`config.mk`:
```
export PLATFORM = sky130hd
export DESIGN_NAME = pipe_stage_skid
export DESIGN_NICKNAME = d
export VERILOG_FILES = /design/src/rtl/pipe_stage_skid.sv
export SDC_FILE = /design/constraint.sdc
export NUM_CORES = 1
export LEC_CHECK = 0
export CELL_PAD_IN_SITES_DETAIL_PLACEMENT = 1
export CELL_PAD_IN_SITES_GLOBAL_PLACEMENT = 2
export CORE_MARGIN = 2
export CORE_UTILIZATION = 31
export DETAILED_ROUTE_END_ITERATION = 6
export GPL_TIMING_DRIVEN = 0
export MAX_ROUTING_LAYER = met4
export PLACE_DENSITY = 0.81
export SETUP_SLACK_MARGIN = 0.2
export SYNTH_ARGS = -nofsm -noshare
export SYNTH_HDL_FRONTEND = slang
export SYNTH_SLANG_ARGS = --single-unit
```
`constraint.sdc`:
```
create_clock -name clk -period 4.5 [get_ports clk]
set_clock_uncertainty 0.15 [all_clocks]
set_input_delay 0.9 -clock clk [delete_from_list [all_inputs] [get_ports clk]]
set_output_delay 0.9 -clock clk [all_outputs]
set_load 0.005 [all_outputs]
```
`src/rtl/pipe_stage_skid.sv`:
```
// Purpose : valid/ready pipeline register with a 2-entry skid buffer (pc, pc+1, sideband, payload).
// Latency : 1 cycle from accepted beat to out_valid; 1 beat/cycle sustained with out_ready high.
// Backpressure: in_ready is a pure decode of the state register (low only when both entries are full).
//
// Ports:
//   clk, reset_n                          clock, asynchronous active-low reset
//   in_valid/in_ready, in_*               upstream handshake and beat fields
//   out_valid/out_ready, out_*            downstream handshake and head beat fields (0 when empty)
//   stall, flush                          hazard-unit controls (stall = hold, flush = clear to bubble)
//   occupancy                             entries held (0..2)
//   stall_cnt, bubble_cnt                 statistics, present only when PIPE_STATS_EN is defined
//
// Build option: define PIPE_STATS_EN to add the saturating stall/bubble counters;
// otherwise both counter outputs are tied to zero.

module pipe_stage_skid #(
  parameter int DATA_W = 16,
  parameter int PC_W   = 8,
  parameter int SIDE_W = 1,
  parameter int CNT_W  = 16
) (
  input  logic              clk,
  input  logic              reset_n,
  input  logic              in_valid,
  output logic              in_ready,
  input  logic [DATA_W-1:0] in_data,
  input  logic [PC_W-1:0]   in_pc,
  input  logic [PC_W-1:0]   in_pcplus1,
  input  logic [SIDE_W-1:0] in_side,
  output logic              out_valid,
  input  logic              out_ready,
  input  logic              stall,
  input  logic              flush,
  output logic [DATA_W-1:0] out_data,
  output logic [PC_W-1:0]   out_pc,
  output logic [PC_W-1:0]   out_pcplus1,
  output logic [SIDE_W-1:0] out_side,
  output logic [1:0]        occupancy,
  output logic [CNT_W-1:0]  stall_cnt,
  output logic [CNT_W-1:0]  bubble_cnt
);

  typedef struct packed {
    logic [DATA_W-1:0] data;
    logic [PC_W-1:0]   pc;
    logic [PC_W-1:0]   pcplus1;
    logic [SIDE_W-1:0] side;
  } beat_t;

  typedef enum logic [1:0] {
    S_EMPTY = 2'd0,
    S_ONE   = 2'd1,
    S_TWO   = 2'd2
  } state_t;

  state_t state_q, state_d;
  beat_t  head_q, head_d;
  beat_t  skid_q, skid_d;
  beat_t  in_beat;
  beat_t  out_beat;
  logic   push;
  logic   pop;

  assign in_beat = '{data: in_data, pc: in_pc, pcplus1: in_pcplus1, side: in_side};

  // Both handshake outputs decode the state register only, so there is no
  // combinational path from out_ready/stall/flush back to in_ready.
  assign in_ready  = (state_q != S_TWO);
  assign out_valid = (state_q != S_EMPTY);

  assign push = in_valid & in_ready;
  assign pop  = out_valid & out_ready & ~stall;

  always_comb begin
    state_d = state_q;
    head_d  = head_q;
    skid_d  = skid_q;
    if (flush) begin
      // Flush beats any push or pop in the same cycle; the incoming beat is dropped.
      state_d = S_EMPTY;
      head_d  = '0;
      skid_d  = '0;
    end else begin
      case (state_q)
        S_EMPTY: begin
          if (push) begin
            state_d = S_ONE;
            head_d  = in_beat;
          end
        end
        S_ONE: begin
          if (push && pop) begin
            head_d = in_beat;
          end else if (push) begin
            state_d = S_TWO;
            skid_d  = in_beat;
          end else if (pop) begin
            state_d = S_EMPTY;
            head_d  = '0;
          end
        end
        S_TWO: begin
          if (pop) begin
            state_d = S_ONE;
            head_d  = skid_q;
            skid_d  = '0;
          end
        end
        default: begin
          state_d = S_EMPTY;
          head_d  = '0;
          skid_d  = '0;
        end
      endcase
    end
  end

  always_ff @(posedge clk or negedge reset_n) begin
    if (!reset_n) begin
      state_q <= S_EMPTY;
      head_q  <= '0;
      skid_q  <= '0;
    end else begin
      state_q <= state_d;
      head_q  <= head_d;
      skid_q  <= skid_d;
    end
  end

  // Head is already zero whenever the stage is empty; the gate keeps the
  // NOP-bubble guarantee independent of how head got there.
  assign out_beat    = out_valid ? head_q : '0;
  assign out_data    = out_beat.data;
  assign out_pc      = out_beat.pc;
  assign out_pcplus1 = out_beat.pcplus1;
  assign out_side    = out_beat.side;

  assign occupancy = (state_q == S_TWO) ? 2'd2 :
                     (state_q == S_ONE) ? 2'd1 : 2'd0;

`ifdef PIPE_STATS_EN
  logic [CNT_W-1:0] stall_cnt_q;
  logic [CNT_W-1:0] bubble_cnt_q;

  // Counters saturate and ignore flush; only reset clears them.
  always_ff @(posedge clk or negedge reset_n) begin
    if (!reset_n) begin
      stall_cnt_q  <= '0;
      bubble_cnt_q <= '0;
    end else begin
      if (out_valid && !pop && !flush && (stall_cnt_q != '1)) begin
        stall_cnt_q <= stall_cnt_q + CNT_W'(1);
      end
      if (!out_valid && (bubble_cnt_q != '1)) begin
        bubble_cnt_q <= bubble_cnt_q + CNT_W'(1);
      end
    end
  end

  assign stall_cnt  = stall_cnt_q;
  assign bubble_cnt = bubble_cnt_q;
`else
  assign stall_cnt  = '0;
  assign bubble_cnt = '0;
`endif

endmodule

```
### Word-level counts from Yosys, hierarchy flattened

Cells that the tools add are included.

| word-level totals | value |
|---|---|
| register bits | 68 |
| output and inout port bits | 69 |
| logic and storage cells | 50 |

| cells by class | value |
|---|---|
| eq/ne operators | 11 |
| multiplexer cells | 20 |
| bitwise logic cells | 4 |
| reductions and logical operators | 6 |

Operator list:

| cell | count |
|---|---|
| $mux W33 | 9 |
| $pmux W33 S3 | 2 |
| $mux W2 | 7 |
| $ne A3 B3 Y1 const B | 4 |
| $ne A4 B4 Y1 const B | 3 |
| $reduce_and A4 Y1 | 3 |
| $pmux W2 S3 | 1 |
| $ne A2 B2 Y1 const B | 2 |
| $and A1 B1 Y1 | 3 |
| $eq A2 B1 Y1 const B | 1 |
| $eq A2 B2 Y1 const B | 1 |
| $logic_not A2 Y1 | 1 |
| $reduce_bool A2 Y1 | 1 |
| $logic_and A1 B1 Y1 | 1 |
| $mux W1 | 1 |
| $not A1 Y1 | 1 |

### Longest topological paths before layout

Gate-level depths: netlist of the first run.

| depth | value |
|---|---|
| word-level depth | 8 |
| depth in mapped cells | 6 |
| gate-level depth less buffers | 4 |

### Worst setup path after synthesis of the first run

Ideal clock, no wire load.

| path | value |
|---|---|
| kind | flip-flop to output port |
| start point | register state_q[0] |
| end point | output out_data[10] |
| arrival | 1.123 ns |
| required time | 3.450 ns |
| setup slack | 2.327 ns |
| stages on the path, launching flop included | 5 |
| path through | dfrtp_1 -> nor2_1 -> inv_1 -> clkbuf_1 -> and2_1 |

| between the ends | value |
|---|---|
| longest elaborated chain between the ends | 2 |

RTL lines:

| what | line | source |
|---|---|---|
| start: declaration | 56 | `state_t state_q, state_d;` |
| start signal: assignment | 124 | `state_q <= state_d;` |
| $reduce_bool A2 Y1 | 69 | `assign out_valid = (state_q != S_EMPTY);` |
| net out_valid | 30 | `output logic out_valid,` |
| $mux W33 | 132 | `assign out_beat = out_valid ? head_q : '0;` |
| end: declaration | 34 | `output logic [DATA_W-1:0] out_data,` |

The timed path passes the listed nets, and every way through them passes these cells.

### Final worst setup path of the first run

| path | value |
|---|---|
| start point | register state_q[1] |
| end point | output out_data[8] |

| between the ends | value |
|---|---|
| longest elaborated chain between the ends | 2 |

RTL lines:

| what | line |
|---|---|
| $reduce_bool A2 Y1 | 69 |
| $mux W33 | 132 |

No other way between the ends.

==> flow_metrics.tcl, run 1 <==
set metrics [dict create \
    initial_core_util 0.3194 \
    synth_flop_cell "dfrtp_1" \
    layout.cells.non_filler 613 \
    diodes 0 \
    max_slew.worst_pin.slew_ns 0.8964 \
    postLayoutCoreUtil 0.4386 \
    num_vias 2797 \
    vias_per_cell 4.563 \
    post_drt_wl_per_cell_um 14.84 \
    pre_cts_ws_ns 1.413 \
    die-area_sq_mm 0.01270 \
    firstDrtPassIters 4 \
    final-setup-viol-count 0 \
    static-leakage-power_nw 2.500 \
    critPathArrivalTime_ns 2.30 \
    grt_max_degree 69 \
    grt_setup_unrepaired "false" \
    critical_path.endpoint_type "primary output" \
    io_buffer_count 75 \
    antenna_violating_nets_post_route 0 \
    place_congestion 0.7412 \
    ys.warnings.count 0 \
    post_synth.cell_area_avg_sq_um 10.52 \
    post_cts_hold_buffer_count 0 \
    post_cts.repair.setup_buffers 0 \
    power_density_mw_per_mm2 344.8 \
    grt_pass1_vias 3037 \
    timing.reg2reg.setup_slack_ns 2.75 \
    final_layout_size_suffix_gt1_frac 0.1617 \
    cts.clk_slew.worst_paths_ns 0.06 \
    initialDrtViolationCount 52 \
    clk_latency_ns 0.34 \
    cts.htree.levels 3 \
    finalHoldViolCount 0 \
    tritoncts.num_buffers 9 \
    hold_slack_ns 0.3431 \
    syn_area_sq_mm 0.003662 \
    drc_errors 0 \
    grtUsageTotal 0.1540 \
    fp-row-count 39 \
    boundaryPins 108 \
    setup_slack_ns 1.149 \
    clock_sink_count 68 \
    synth_edf_count 0 \
    ir_worst_vdd_mv 0.1751 \
    final_net_count 504 \
    drt-total-wl_um 9096 \
    timing.setup.tns_ns 0 \
    crit_type "register to primary output" \
    cp_max_fo 10 \
    start_kind "register" \
    grt_pass1_wl_um 14970 \
    post_cts_resize_count 0 \
    post-route-min-period_ns 3.351 \
    fmax_ghz 0.2984 \
    cts.root.buffer_cell "clkbuf_16" \
    die_height_um 112.7 \
    ys_seq_elements 68 \
    run_status "finished, final reports clean" \
    synth.distinct_cells 26 \
    drv_cap 0 \
    fin_crit_sh 0.7447 \
    maxSlewHeadroom 0.4024 \
    ys_async_sr_fraction 1.000 \
    post-place-cells 597 \
    area_growth_pct 37.34 \
    yosysSeqAreaShare 0.4646 \
    syn_inst 348 \
    layout.filler_cells 1308 \
    drv_slew 0 \
    dp_hpwl_um 6614 \
    cts.path.max_buffers 2 \
    core-area_sq_mm 0.01147 \
    hold_class "register to register" \
    cts_tree "built" \
    worst_ep_required_time_ns 3.45 \
    grt_remaining_overflow 0 \
    number_of_antenna_violations_at_the_first_check_in_global_routing 0 \
    floorplan.die.width_um 112.7 \
]
==> through the flow <==
| stage | total power, mW | cell area [sq um] |
|---|---|---|
| after global routing | 1.813 | 5030 |
| after global placement | 0.9753 | 4708 |
| after detailed placement | 0.9832 | 4706 |
| final | 1.734 | 5030 |
| after floorplan | 0.8557 | 3779 |
| after CTS | 1.756 | 5030 |
==> worst max-delay path, stage by stage, from the launching register on <==
cell	delay, ns
dfrtp_1	0.48
nor2_1	0.15
inv_1	0.21
clkbuf_1	0.42
and2_1	0.20
clkdlybuf4s50_1	0.51
==> power by group <==
group          switching, mW  total [mW]  internal [mW]
Combinational          0.143       0.295          0.153
Clock                  0.279       0.768          0.489
Sequential            0.0213       0.671          0.650
==> area by class of cell <==
cell class	instances	area [sq um]	share of cell area
Inverter	35	131.4	0.02612
Clock inverter	7	98.84	0.01965
Clock buffer	9	225.2	0.04478
Multi-Input combinational cell	220	1539	0.3060
Timing Repair Buffer	75	748.2	0.1488
Tap cell	143	178.9	0.03557
Buffer	56	406.6	0.08085
Sequential cell	68	1702	0.3383
==> synthesized netlist by cell type, types with 2 or more instances <==
cell type	instances	area (sq um)
inv_1	35	131.4
buf_2	7	35.03
a21oi_4	2	32.53
nor2b_2	2	17.52
nand3b_1	2	15.01
dfrtp_1	68	1702
nor2_1	2	7.510
clkbuf_1	3	11.26
nor2b_1	2	12.51
and2_1	33	206.5
nand2_1	35	131.4
clkbuf_4	3	22.52
buf_4	39	292.8
a21oi_1	3	15.01
mux2i_1	33	330.3
a22o_1	66	578.1
buf_6	4	45.04
==> registers in the layout, indices dropped and copies added (netlist names) <==
register  flops
skid_q       33
head_q       33
state_q       2
==> cell usage in the layout (no fill, tap or decap), drive strengths merged <==
cell type	count
dfrtp	68
nand2	35
and2b	1
clkbuf	15
nand2b	1
nand3b	2
clkinvlp	1
buf	51
mux2i	33
a21oi	6
a21o	1
o21bai	1
a22oi	1
nor2	2
bufinv	2
conb	32
nor2b	4
clkinv	2
a211o	1
and2	33
a22o	66
inv	37
clkdlybuf4s50	74
nor3	1
==> kinds of logic after synthesis <==
group / count (synthesis) / synth area share
DFF: 68 / 0.4646
and+or+nand+nor: 79 / 0.1117
buffers and inverters: 91 / 0.1469
other: 1 / 0.001024
AOI/OAI and AO/OA: 76 / 0.1855
muxes: 33 / 0.09020
==> path summary, 6_finish.rpt <==
path,depth (start not counted),from,to
worst max-delay path,5,state_q[1],out_data[8]
worst min-delay path,1,head_q[4],head_q[4]
worst max register to register,6,state_q[1],skid_q[9]
worst min register to register,1,head_q[4],head_q[4]
max in group asynchronous,1,reset_n,state_q[0]
min in group asynchronous,1,reset_n,skid_q[24]
==> per-layer routing <==
metal | routed length [um] | share of wire | GRT usage
met1 | 3904 | 0.43 | 0.1826
met2 | 4650 | 0.51 | 0.2631
met3 | 381 | 0.042 | 0.02732
met4 | 159 | 0.017 | 0.05610
met5 | 0 | 0 | -
Note: power is estimated with default switching activity, not from simulation.
==> run 2, diff against run 1 <==
CORE_UTILIZATION = 29   (was 31)
PLACE_DENSITY = 0.77   (was 0.81)
clock period = 3.25 ns   (was 4.5 ns; I/O delays follow)
==> run 2 against run 1 <==
Highest routed layer unchanged. Non-clock buffer count rose by 1. Sequential share of layout area fell by 0.70 points. Critical endpoint is now out_data[2]. Combinational power rose by 42%. Total power rose by 45%. Global-route usage barely moved. Register-to-register slack got worse by 1.3 ns. Via count rose by 0.72%.
==> flow_metrics.tcl, run 2 (synthesis results as in run 1) <==
set metrics [dict create \
    boundaryPins 108 \
    dp_hpwl_um 6709 \
    share_of_total_power_consumed_by_net_switching 0.2411 \
    grt_remaining_overflow 0 \
    io_buffer_count 75 \
    power.net_switching_uw 606.9 \
    post_drt_wl_per_cell_um 14.63 \
    total_power_mw 2.518 \
    post_cts_hold_buffer_count 0 \
    timing.critical_path.slowest_stage_cell "clkdlybuf4s50_1" \
    pre_cts_ws_ns 0.4615 \
    start_kind "register" \
    cts.clk_slew.worst_paths_ns 0.06 \
    reg2reg_depth 6 \
    vias_per_cell 4.381 \
    worst_r2r_endpoint "skid_q[5]" \
    initialDrtViolationCount 73 \
    core-area_sq_mm 0.01247 \
    drc_errors 0 \
    cell_internal_power_mw 1.911 \
    power_density_mw_per_mm2 490.2 \
    finalHoldViolCount 0 \
    num_vias 2817 \
    area_growth_pct 40.25 \
    final-setup-viol-count 0 \
    static-leakage-power_nw 2.543 \
    place_congestion 0.7801 \
    diodes 0 \
    floorplan.die.width_um 116.4 \
    layout_common_cells "74 x clkdlybuf4s50_1, 68 x dfrtp_1, 66 x a22o_1" \
    grt_setup_unrepaired "false" \
    m1WireLength_um 4208 \
    mostFrequentLayoutCell "clkdlybuf4s50_1" \
    clk_latency_ns 0.33 \
    worst_path_largest_cell_delay_ns 0.51 \
    final_layout_size_suffix_gt1_frac 0.1720 \
    critPathArrivalTime_ns 2.08 \
    met3_wirelength_um 314 \
    setup_slack_ns 0.3674 \
    power_frac_seq 0.370 \
    post-place-cells 627 \
    tritoncts.num_buffers 9 \
    fp-row-count 41 \
    grt_pass1_vias 3013 \
    stdcell_area_sq_mm 0.005136 \
    clock_sink_count 68 \
    reg.largest.list "head_q: 33 flops, skid_q: 33 flops, state_q: 2 flops" \
    cts_tree "built" \
    ir_worst_vdd_mv 0.2130 \
    power.share.clock 0.464 \
    run_status "finished, final reports clean" \
    fmax_ghz 0.3469 \
    share_comb_of_total_power 0.166 \
    fin_crit_sh 0.8869 \
    cts.htree.levels 3 \
    postPlaceCellArea_sq_mm 0.004770 \
    final_net_count 505 \
    cts.path.max_buffers 2 \
    highest_layer "met4" \
    critical_path.endpoint_type "primary output" \
    die-area_sq_mm 0.01354 \
    antenna_violating_nets_post_route 0 \
    drv_slew 0 \
    crit_type "register to primary output" \
    grt_max_degree 69 \
    regToRegStartpoint "state_q[1]" \
    timing.setup.tns_ns 0 \
    firstDrtPassIters 4 \
    drv_cap 0 \
    post_cts.repair.setup_buffers 0 \
    post-route-min-period_ns 2.883 \
    cp_max_fo 10 \
    die_height_um 116.4 \
    critical_path.cell_chain "nor2_2 > inv_1 > buf_2 > and2_1 > clkdlybuf4s50_1" \
    worst_ep_required_time_ns 2.45 \
    met2_wirelength_um 4794 \
    drt-total-wl_um 9406 \
    number_of_antenna_violations_at_the_first_check_in_global_routing 0 \
    grt_pass1_wl_um 15420 \
    initial_core_util 0.2938 \
    cts.root.buffer_cell "clkbuf_16" \
    layout.cells.non_filler 643 \
    timing.reg2reg.setup_slack_ns 1.47 \
    grtUsageTotal 0.1536 \
    hold_class "input pin to async pin" \
]
[run 2: cell types whose count changed in the layout (fill, tap and decap cells not counted), moves of 2 or more]
cell	delta
inv_6	-2
clkbuf_1	-3
clkbuf_8	+2
clkbuf_2	+2
[run 2: worst max-delay path, delay by kind of cell, from the launching register on]
family | cells | cell delay, ns
simple gates | 2 | 0.30
flops | 1 | 0.48
buf+inv | 3 | 0.98
[run 2: layout make-up]
class | instances | area (sq um)
clock buffers | 11 | 252.7
flip-flops and latches | 68 | 1702
repair buffers | 76 | 775.7
fillers | 1408 | 7330
clock inverters | 5 | 107.6
well taps | 172 | 215.2
inverters | 35 | 131.4
multi-input cells | 220 | 1541
plain buffers | 56 | 410.4
[run 2: stage by stage]
| step | hold slack (ns) | utilization |
|---|---|---|
| after floorplan | 0.2044 | - |
| after global placement | 0.3285 | 0.3806 |
| after detailed placement | 0.3346 | 0.3826 |
| after CTS | 0.1860 | 0.4118 |
| after global routing | 0.1885 | 0.4120 |
| final | 0.1662 | 0.4120 |
[run 2: worst max-delay path by stage]
| stage | start | endpoint | slack, ns | cells past startpoint |
|---|---|---|---|---|
| after floorplan | state_q[0] | out_data[10] | 1.33 | 4 |
| after global placement | reset_n | skid_q[26] | -1.09 | 1 |
| after detailed placement | state_q[0] | out_data[4] | 0.46 | 5 |
| after CTS | state_q[0] | out_data[2] | 0.22 | 5 |
| after global routing | state_q[0] | out_data[2] | 0.20 | 5 |
| final | state_q[0] | out_data[2] | 0.37 | 5 |
[run 2: power by group through the flow]
| stage | clock (mW) | sequential, mW | combinational [mW] |
|---|---|---|---|
| 4_1_cts | 1.19 | 0.931 | 0.426 |
| 2_1_floorplan | 0 | 0.935 | 0.249 |
| 6_report | 1.17 | 0.931 | 0.418 |
| 3_3_place_gp | 0 | 0.943 | 0.411 |
| 5_1_grt | 1.23 | 0.938 | 0.463 |
| 3_5_place_dp | 0 | 0.946 | 0.422 |
[run 2: metal layers]
layer,vias to the layer above,track usage
li1,1350,-
met1,1405,0.1869
met2,56,0.2593
met3,6,0.02698
met4,0,0.05000
met5,-,-
[run 2: timing repair]
action | 4_1_cts | 5_1_grt
gates cloned | 0 | 0
resized for setup | 3 | 2
setup endpoints to repair | 27 | 24
